## config.mk

```make
export PLATFORM = sky130hd
export DESIGN_NAME = scan_cfg_loader
export DESIGN_NICKNAME = d
export VERILOG_FILES = /design/src/rtl/scan_cfg_loader.sv
export SDC_FILE = /design/constraint.sdc
export NUM_CORES = 1
export LEC_CHECK = 0
export CELL_PAD_IN_SITES_DETAIL_PLACEMENT = 1
export CELL_PAD_IN_SITES_GLOBAL_PLACEMENT = 2
export CORE_UTILIZATION = 31
export DETAILED_ROUTE_END_ITERATION = 12
export MAX_ROUTING_LAYER = met4
export PLACE_DENSITY = 0.9
export SETUP_SLACK_MARGIN = 0.15
export SLEW_MARGIN = 25
export SYNTH_ARGS = -nofsm -noshare
export SYNTH_HDL_FRONTEND = slang
export SYNTH_SLANG_ARGS = --single-unit
```

## constraint.sdc

```tcl
create_clock -name C -period 2.6 [get_ports C]
set_input_delay 0.52 -clock C [delete_from_list [all_inputs] [get_ports C]]
set_output_delay 0.52 -clock C [all_outputs]
set_load 0.02 [all_outputs]
```

## src/rtl/scan_cfg_loader.sv

```systemverilog
// scan_cfg_loader: streams WORD_W-bit configuration words, LSB first, into
// a CHAIN_LEN-long scff scan chain, then pulses done.
// Optional build macro SCAN_READBACK_EN adds readback of the chain tail
// (sc_din) into rd_data/rd_valid. Without it, sc_din is ignored and rd_data
// and rd_valid are held at zero.
module scan_cfg_loader #(
    parameter int CHAIN_LEN = 128,
    parameter int WORD_W    = 16
) (
    input  logic              C,
    input  logic              R,
    input  logic              start,
    input  logic [WORD_W-1:0] in_data,
    input  logic              in_valid,
    output logic              in_ready,
    output logic              sc_en,
    output logic              sc_dout,
    input  logic              sc_din,
    output logic              busy,
    output logic              done,
    output logic [WORD_W-1:0] rd_data,
    output logic              rd_valid
);

    // The total-bit counter holds 0..CHAIN_LEN and stops there, so it never wraps.
    localparam int CNT_W = $clog2(CHAIN_LEN + 1);
    localparam int BIT_W = (WORD_W > 1) ? $clog2(WORD_W) : 1;
    localparam logic [CNT_W-1:0] LAST_TOTAL = CNT_W'(CHAIN_LEN - 1);
    localparam logic [BIT_W-1:0] LAST_BIT   = BIT_W'(WORD_W - 1);

    typedef enum logic [1:0] {
        IDLE,
        LOAD,
        SHIFT,
        DONE
    } state_t;

    state_t            state;
    logic [WORD_W-1:0] word_q;     // bits still waiting to be shifted out
    logic [BIT_W-1:0]  bit_idx;    // position k within the current word
    logic [CNT_W-1:0]  total_cnt;  // bits shifted in this sequence
    logic              last_bit;
    logic              last_total;

    assign last_bit   = (bit_idx == LAST_BIT);
    assign last_total = (total_cnt == LAST_TOTAL);

    // Control FSM. Every output is registered together with the state
    // transition that implies it, so no output depends on live inputs.
    always_ff @(posedge C) begin
        // NOTE: the reset is synchronous (sampled only at the clock edge), and all
        // state uses non-blocking assignments so every register sees pre-edge values.
        if (!R) begin
            state     <= IDLE;
            word_q    <= '0;
            bit_idx   <= '0;
            total_cnt <= '0;
            in_ready  <= 1'b0;
            sc_en     <= 1'b0;
            sc_dout   <= 1'b0;
            busy      <= 1'b0;
            done      <= 1'b0;
        end else begin
            done <= 1'b0;
            case (state)
                IDLE: begin
                    if (start) begin
                        total_cnt <= '0;
                        state     <= LOAD;
                        in_ready  <= 1'b1;
                        busy      <= 1'b1;
                    end
                end
                LOAD: begin
                    if (in_valid) begin
                        word_q   <= in_data >> 1;
                        sc_dout  <= in_data[0];
                        bit_idx  <= '0;
                        state    <= SHIFT;
                        in_ready <= 1'b0;
                        sc_en    <= 1'b1;
                    end
                end
                SHIFT: begin
                    total_cnt <= total_cnt + 1'b1;
                    bit_idx   <= bit_idx + 1'b1;
                    word_q    <= word_q >> 1;
                    sc_dout   <= word_q[0];
                    if (last_bit || last_total) begin
                        // Leaving SHIFT early drops the unused upper bits of
                        // a partial final word; they never reach sc_dout.
                        sc_en   <= 1'b0;
                        sc_dout <= 1'b0;
                        if (last_total) begin
                            state <= DONE;
                            done  <= 1'b1;
                        end else begin
                            state    <= LOAD;
                            in_ready <= 1'b1;
                        end
                    end
                end
                DONE: begin
                    state <= IDLE;
                    busy  <= 1'b0;
                end
                default: begin
                    state <= IDLE;
                end
            endcase
        end
    end

`ifdef SCAN_READBACK_EN
    logic [WORD_W-1:0] rd_shift;  // tail samples of the word in flight

    // Readback: sample k of a word lands in bit k; the word is published with a
    // one-cycle rd_valid after its last SHIFT cycle, zero-padded if partial.
    always_ff @(posedge C) begin
        if (!R) begin
            rd_shift <= '0;
            rd_data  <= '0;
            rd_valid <= 1'b0;
        end else begin
            rd_valid <= 1'b0;
            if (state == LOAD) begin
                rd_shift <= '0;
            end else if (sc_en) begin
                rd_shift[bit_idx] <= sc_din;
                if (last_bit || last_total) begin
                    rd_data  <= rd_shift | (WORD_W'(sc_din) << bit_idx);
                    rd_valid <= 1'b1;
                end
            end
        end
    end
`else
    logic unused_sc_din;

    assign unused_sc_din = sc_din;
    assign rd_data       = '0;
    assign rd_valid      = 1'b0;
`endif

endmodule

```

After elaboration in Yosys (flattened, before gate mapping) --
Cells that the tools add are included.
Word-level totals: memory bits (read-only) 0, memory bits (writable) 0, memories 0, bits of input ports 21, latch bits 0, output and inout port bits 22, register bits 35
Cells by class: reduce and logical (&&, ||, !) cells 13, equality and inequality tests 9, $add $sub $neg 2, bitwise gates (word level) 0, multiply operators 0, divide/modulo/power cells 0, order comparisons 0, mux-type cells 24, shift-type cells 0
Operator list (number):
- 16-bit case mux with 2 select lines | 1
- 16-bit 2-to-1 mux | 1
- 8-bit case mux with 2 select lines | 1
- 1-bit 2-to-1 mux | 9
- 3-bit AND reduction | 3
- 8-bit by 1-bit adder with 8-bit output, second input constant | 1
- 8-bit by 7-bit equality test with 1-bit output, second input constant | 1
- 2-bit 2-to-1 mux | 4
- 8-bit 2-to-1 mux | 1
- 2-bit inequality test, second input constant | 4
- 2-bit case mux with 4 select lines | 1
- 4-bit case mux with 2 select lines | 1
- 1-bit case mux with 2 select lines | 3
- 2-bit AND reduction | 3
- 2-bit nonzero test | 3
- 5-bit AND reduction | 1
- 4-bit by 1-bit adder with 4-bit output, second input constant | 1
- 2-bit equality test, second input constant | 2
- 4-bit equality test, second input constant | 1
- 4-bit 2-to-1 mux | 1
- 1-bit case mux with 3 select lines | 1
- 3-bit nonzero test | 1
- 2-bit by 1-bit equality test with 1-bit output, second input constant | 1
- 2-bit logical NOT | 1
- 1-bit logical OR | 1

Logic depth before layout (Yosys ltp) --
Gate-level depths: netlist (run 1).
word-level depth 4, gate-level depth with buffers 5, gate-level depth less buffers 4

Least setup slack after synthesis (run 1) --
No wires, ideal clock.
path type input to register, start point input R, end point register total_cnt[5], path slack 1.289 ns, cell stages on the path 4, arrival 1.237 ns, cell sequence clkbuf_1 and3b_1 a41oi_1 a31oi_1
RTL lines:
- from (decl) | line 11 | input logic R,
- to (signal assigned) | line 85 | total_cnt <= total_cnt + 1'b1;
- to (decl) | line 41 | logic [CNT_W-1:0] total_cnt;

Worst setup path in the final report (run 1) --
start point register in_ready, end point output in_ready
RTL lines:
- from (decl) | line 15 | output logic in_ready,
- from (signal assigned) | line 58 | in_ready <= 1'b0;
- from (signal assigned) | line 70 | in_ready <= 1'b1;
- from (signal assigned) | line 80 | in_ready <= 1'b0;
No word-level cell between the ends.

==> results of run 1 <==
-- power by group through the flow --
stage	clock network, mW	logic (mW)	registers (mW)
final	0.386	0.207	0.584
after global routing	0.426	0.229	0.588
after CTS	0.400	0.209	0.583
after detailed placement	0	0.208	0.595
after global placement	0	0.204	0.594
after floorplan	0	0.164	0.591
-- placed cells by master, fill, tap and decap left out, types with 2 or more instances in the layout --
cell type,netlist,final
or3_1,2,2
nor2b_1,2,2
clkbuf_8,0,6
and3b_1,3,3
nor2_1,2,2
a311oi_1,10,10
buf_4,21,6
o21ai_0,5,5
mux2i_1,2,2
ha_1,2,2
a21oi_1,9,9
and3_1,2,2
a211oi_1,3,3
o21a_1,3,3
o21bai_1,2,2
conb_1,1,17
nor3_1,15,15
clkdlybuf4s50_1,0,24
nand3_1,8,8
inv_1,6,6
nand3b_1,3,3
a22oi_1,2,2
a311oi_2,4,4
o221a_2,2,2
a31oi_1,7,7
dfxtp_1,34,34
nand2_1,37,37
-- sequential cells by signal, indices dropped and copies added (netlist names), 2 cells and up --
signal     flops
bit_idx        4
total_cnt      8
state          2
word_q        15
-- worst min path at each step --
| stage | endpoint | slack (ns) |
|---|---|---|
| floorplan | total_cnt[7] | 0.44 |
| global route | total_cnt[6] | 0.52 |
| CTS | busy | 0.48 |
| finish | busy | 0.48 |
| detailed placement | busy | 0.47 |
| global placement | busy | 0.46 |
-- area by class of cell --
cell class,instances,share of cell area
clock buffers,6,0.0393
inverters,6,0.0107
multi-input cells,157,0.447
flip-flops and latches,34,0.324
well taps,72,0.0429
repair buffers,30,0.136
-- through the flow --
| step | hold WS (ns) | area (sq um) | util |
|---|---|---|---|
| 4_1_cts | 0.478 | 2100 | 0.377 |
| 6_report | 0.476 | 2100 | 0.377 |
| 3_3_place_gp | 0.458 | 2020 | 0.362 |
| 3_5_place_dp | 0.468 | 2020 | 0.362 |
| 5_1_grt | 0.515 | 2100 | 0.377 |
| 2_1_floorplan | 0.442 | 1870 | - |
-- layer usage --
metal / wire, microns / share of wire / vias to the layer above / GRT usage
li1: - / - / 781 / -
met1: 2060 / 0.49 / 751 / 0.178
met2: 1910 / 0.45 / 31 / 0.246
met3: 155 / 0.037 / 7 / 0.0349
met4: 81 / 0.019 / 0 / 0.0667
met5: 0 / 0 / - / -
-- cells by family (layout without fill, tap and decap cells) --
group | after synthesis | count (layout) | share of synthesized area
fa+ha+maj | 2 | 2 | 0.0138
compound gates | 53 | 53 | 0.228
mux | 2 | 2 | 0.0110
flops | 34 | 34 | 0.375
other cells | 1 | 17 | 0.00207
buf+inv | 39 | 42 | 0.139
simple gates | 83 | 83 | 0.230
==> flow_summary.yaml, run 1 <==
status:
  outcome: "finished clean"
flow_run:
  cap_violations: 0
worst_setup_path:
  r2r-start: "state[0]"
  path_max_fanout: 4
  path_class: "reg2out"
  cp_data_required_time_ns: 2.08
  crit_end: "in_ready"
  path_buf_inv: 1
  slowest_delay_ns: 0.62
  cp_num_cells: 1
  critical-path-top-delay-family: "buffers and inverters"
  crit_slowest_cell: "clkdlybuf4s50_1"
  worst_setup_path_start_kind: "register"
  path_cells: "clkdlybuf4s50_1"
  reg2reg_to: "sc_dout"
  r2r_cells: 3
  worst_ep_arrival_time_ns: 1.29
  crit_start: "in_ready"
  crit_path_end_kind: "output port"
  r2r_slack_ns: 0.89
clocking:
  postCtsSetupBuffers: 0
  postCtsResizedCells: 0
  cts_tree: "built"
  cts.sink_count: 34
  cts_buffers: 5
  hold_buffers: 0
  htree_levels: 2
  cts_buffer_depth: 2
  cts_root_buf: "clkbuf_8"
  clock_latency_ns: 0.28
  clkTransAtPathRegs_ns: 0.07
sta:
  setup_tns_ns: 0
  finalClockSkew_ns: 0.00495
  period_minus_slack_ns: 1.81
  fmax_mhz: 552
  setup_slack_ns: 0.789
  setup_viol: 0
  slew_violations: 0
  hold_violations: 0
  rsz0062_at_grt: "false"
  fin_crit_sh: 0.697
route:
  first_iter_violations: 100
  vias: 1570
  via_per_inst: 5.15
  drc_errors: 0
  routed_wl_microns: 4210
  wl_per_cell_microns: 13.8
  dr.pass1.iters: 3
  ant_nets: 0
power:
  design_power_total_mw: 1.18
  switching_share: 0.275
  p_switching_mw: 0.324
  intPower_mw: 0.853
  pwr-share-clk: 0.328
  power_density_nw_per_um2: 560
  power_frac_seq: 0.496
  irDropWorstVdd_uv: 185
  p_leak_nw: 0.764
  combPwrFrac: 0.176
die:
  core_sq_um: 5570
  design.die.area_sq_um: 6160
  initial_utilization: 0.325
  die_y_microns: 78.5
  io-pin-count: 43
  rows: 27
  die_x_microns: 78.5
placed_design:
  routabilityCongestion: 0.754
  dp.cells: 299
  dp_hpwl_microns: 2970
  place_ws_ns: 0.626
  portBuffers: 24
global_routing:
  grt_pass1_vias: 1539
  grt_max_degree: 35
  grt_pass1_wl_microns: 7040
  grt_usage: 0.151
  antenna_found_initial: 0
  gr-total-overflow: 0
synthesis:
  yosysMostFrequentCell: "nand2_1"
  synthFlopType: "dfxtp_1"
  yosys.area.top_type: "dfxtp_1"
  synth_commonest_cells: "nand2_1, dfxtp_1, buf_4"
  synth.area.top_cells: "dfxtp_1, buf_4, nand2_1, a311oi_1, nor3_1"
  ys_ff_latch: 34
  async_flop_share: 0
  synth_edf_count: 0
  yosysSeqAreaShare: 0.375
  syn_area_sq_um: 1810
  synth_cells: 214
  synth_area_per_cell_sq_um: 8.47
  synth_top_area_frac: 0.375
  yosys_warnings: 0
  synth_cell_type_count: 45
layout:
  fin_nets: 257
  antenna_cells: 0
  post_layout_nonfiller_instances: 305
  n_fill_cell: 667
  seq_area_sq_um: 681
  multi_input_area_sq_um: 940
  drive_gt1_frac: 0.0901
  area_growth_pct: 15.9
hold_path:
  hp-start: "busy"
  whs_path_depth: 2
  hp-class: "reg2reg"
Power figures use the tool's default switching activity.
==> run 2, diff against run 1 <==
--- a/config.mk
+++ b/config.mk
@@ -7,10 +7,10 @@
 export LEC_CHECK = 0
 export CELL_PAD_IN_SITES_DETAIL_PLACEMENT = 1
 export CELL_PAD_IN_SITES_GLOBAL_PLACEMENT = 2
-export CORE_UTILIZATION = 31
+export CORE_UTILIZATION = 26
 export DETAILED_ROUTE_END_ITERATION = 12
 export MAX_ROUTING_LAYER = met4
-export PLACE_DENSITY = 0.9
+export PLACE_DENSITY = 0.81
 export SETUP_SLACK_MARGIN = 0.15
 export SLEW_MARGIN = 25
 export SYNTH_ARGS = -nofsm -noshare
==> constraint.sdc (replaced) <==
create_clock -name C -period 1.66 [get_ports C]
set_input_delay 0.332 -clock C [delete_from_list [all_inputs] [get_ports C]]
set_output_delay 0.332 -clock C [all_outputs]
set_load 0.02 [all_outputs]
==> run 2 against run 1 <==
Net effect: cell count increased by 5.2%; combinational power increased by 70%; critical path depth increased by 4; utilization decreased by 4.9 points; flip-flop and latch count unchanged; global-route usage decreased by 2.0 points; register-to-register slack got worse by 0.60 ns; clock-buffer cell count decreased by 1; routed wire length increased by 2.8%; sequential power increased by 56%; hold slack got worse by 0.0029 ns; clock skew increased by 0.0072 ns; largest cell class unchanged; critical path type is now in2reg.
==> flow_summary.yaml, run 2 (synthesis results as in run 1) <==
layout:
  layout_commonest_cell: "nand2_1"
  final_util: 0.328
  multi_input_area_sq_um: 946
  mostFrequentLayoutCells: "nand2_1, dfxtp_1, clkdlybuf4s50_1"
  seq_area_sq_um: 683
  post_layout_nonfiller_instances: 321
  n_fill_cell: 818
  regMostFlops: "word_q"
  largestRegisters: "word_q x15, total_cnt x8, bit_idx x4"
  drive_gt1_frac: 0.133
  stdcell_area_sq_um: 2210
  antenna_cells: 0
  area_growth_pct: 22.2
  fin_nets: 263
  largest_register_ffs: 15
clocking:
  clock_latency_ns: 0.30
  cts_buffers: 5
  htree_levels: 2
  cts_root_buf: "clkbuf_8"
  cts.sink_count: 34
  cts_buffer_depth: 2
  cts_tree: "built"
  clkTransAtPathRegs_ns: 0.07
die:
  die_x_microns: 85.5
  initial_utilization: 0.268
  core_sq_um: 6760
  rows: 30
  design.die.area_sq_um: 7310
  io-pin-count: 43
  die_y_microns: 85.5
route:
  first_iter_violations: 66
  ant_nets: 0
  wl_per_cell_microns: 13.5
  via_per_inst: 4.97
  drc_errors: 0
  routed_wl_microns: 4330
  dr.pass1.iters: 4
  vias: 1594
worst_setup_path:
  cp_data_required_time_ns: 1.84
  path_class: "in2reg"
  crit_path_end_kind: "register"
  path_max_fanout: 16
  worst_ep_arrival_time_ns: 1.59
  r2r_slack_ns: 0.29
  worst_setup_path_start_kind: "primary input"
sta:
  period_minus_slack_ns: 1.41
  fin_crit_sh: 0.849
  rsz0062_at_grt: "false"
  slew_violations: 0
  hold_violations: 0
  finalClockSkew_ns: 0.0122
  fmax_mhz: 709
  setup_viol: 0
global_routing:
  grt_usage: 0.131
  grt_pass1_wl_microns: 7190
  grt_max_degree: 33
  gr-total-overflow: 0
  grt_pass1_vias: 1495
  antenna_found_initial: 0
power:
  p_switching_mw: 0.556
  pwr-share-clk: 0.380
  power_density_nw_per_um2: 919
  power_frac_seq: 0.447
  combPwrFrac: 0.173
  p_leak_nw: 0.830
  irDropWorstVdd_uv: 324
  intPower_mw: 1.48
  switching_share: 0.273
placed_design:
  portBuffers: 24
  dp.cells: 313
  dp_hpwl_microns: 3140
  routabilityCongestion: 0.782
  placed_area_sq_um: 2100
status:
  outcome: "finished clean"
flow_run:
  cap_violations: 0
hold_path:
  hp-class: "reg2reg"
-- run 2: worst paths after layout --
check,start,endpoint,depth (start not counted)
worst min-delay path,busy,busy,2
worst max-delay path,in_valid,word_q[9],5
worst min register to register,busy,busy,2
worst max register to register,state[0],word_q[9],5
-- run 2: per-stage QoR --
stage | setup WS [ns] | TNS [ns] | power [mW] | hold slack, ns
after floorplan | 0.434 | 0 | 1.18 | 0.442
after global placement | 0.0558 | 0 | 1.28 | 0.457
after detailed placement | -0.0263 | -0.0263 | 1.29 | 0.467
after CTS | 0.170 | 0 | 2.08 | 0.472
after global routing | 0.202 | 0 | 2.14 | 0.506
final | 0.250 | 0 | 2.03 | 0.473
-- run 2: worst max-delay path, cell delays in order --
cell	delay, ns
clkdlybuf4s50_1	0.52
and3b_1	0.22
buf_12	0.16
nor3_1	0.05
a311oi_1	0.29
-- run 2: cell type report --
type,count,share of cell area
clock buffer,5,0.0311
clock inverter,3,0.0203
inverter,6,0.0102
multi-input combinational,157,0.427
sequential,34,0.308
tap,80,0.0452
timing repair buffer,36,0.158
-- run 2: repair_timing --
action	in CTS	in global routing
cloned	0	0
resized for setup	8	1
endpoints found under the setup margin	6	1
hold endpoints to repair	0	0
hold buffers	0	0
buffers inserted	0	0
-- run 2: power groups by stage --
| stage | sequential (mW) | clock, mW | combinational (mW) |
|---|---|---|---|
| 2_1_floorplan | 0.926 | 0 | 0.258 |
| 3_3_place_gp | 0.924 | 0 | 0.354 |
| 6_report | 0.909 | 0.774 | 0.352 |
| 5_1_grt | 0.917 | 0.840 | 0.386 |
| 3_5_place_dp | 0.926 | 0 | 0.360 |
| 4_1_cts | 0.908 | 0.810 | 0.357 |
-- run 2: metal layers --
layer	wire length, microns	vias to the layer above	GRT usage
li1	-	796	-
met1	2030	766	0.156
met2	2090	27	0.210
met3	130	5	0.0318
met4	76	0	0.0591
met5	0	-	-
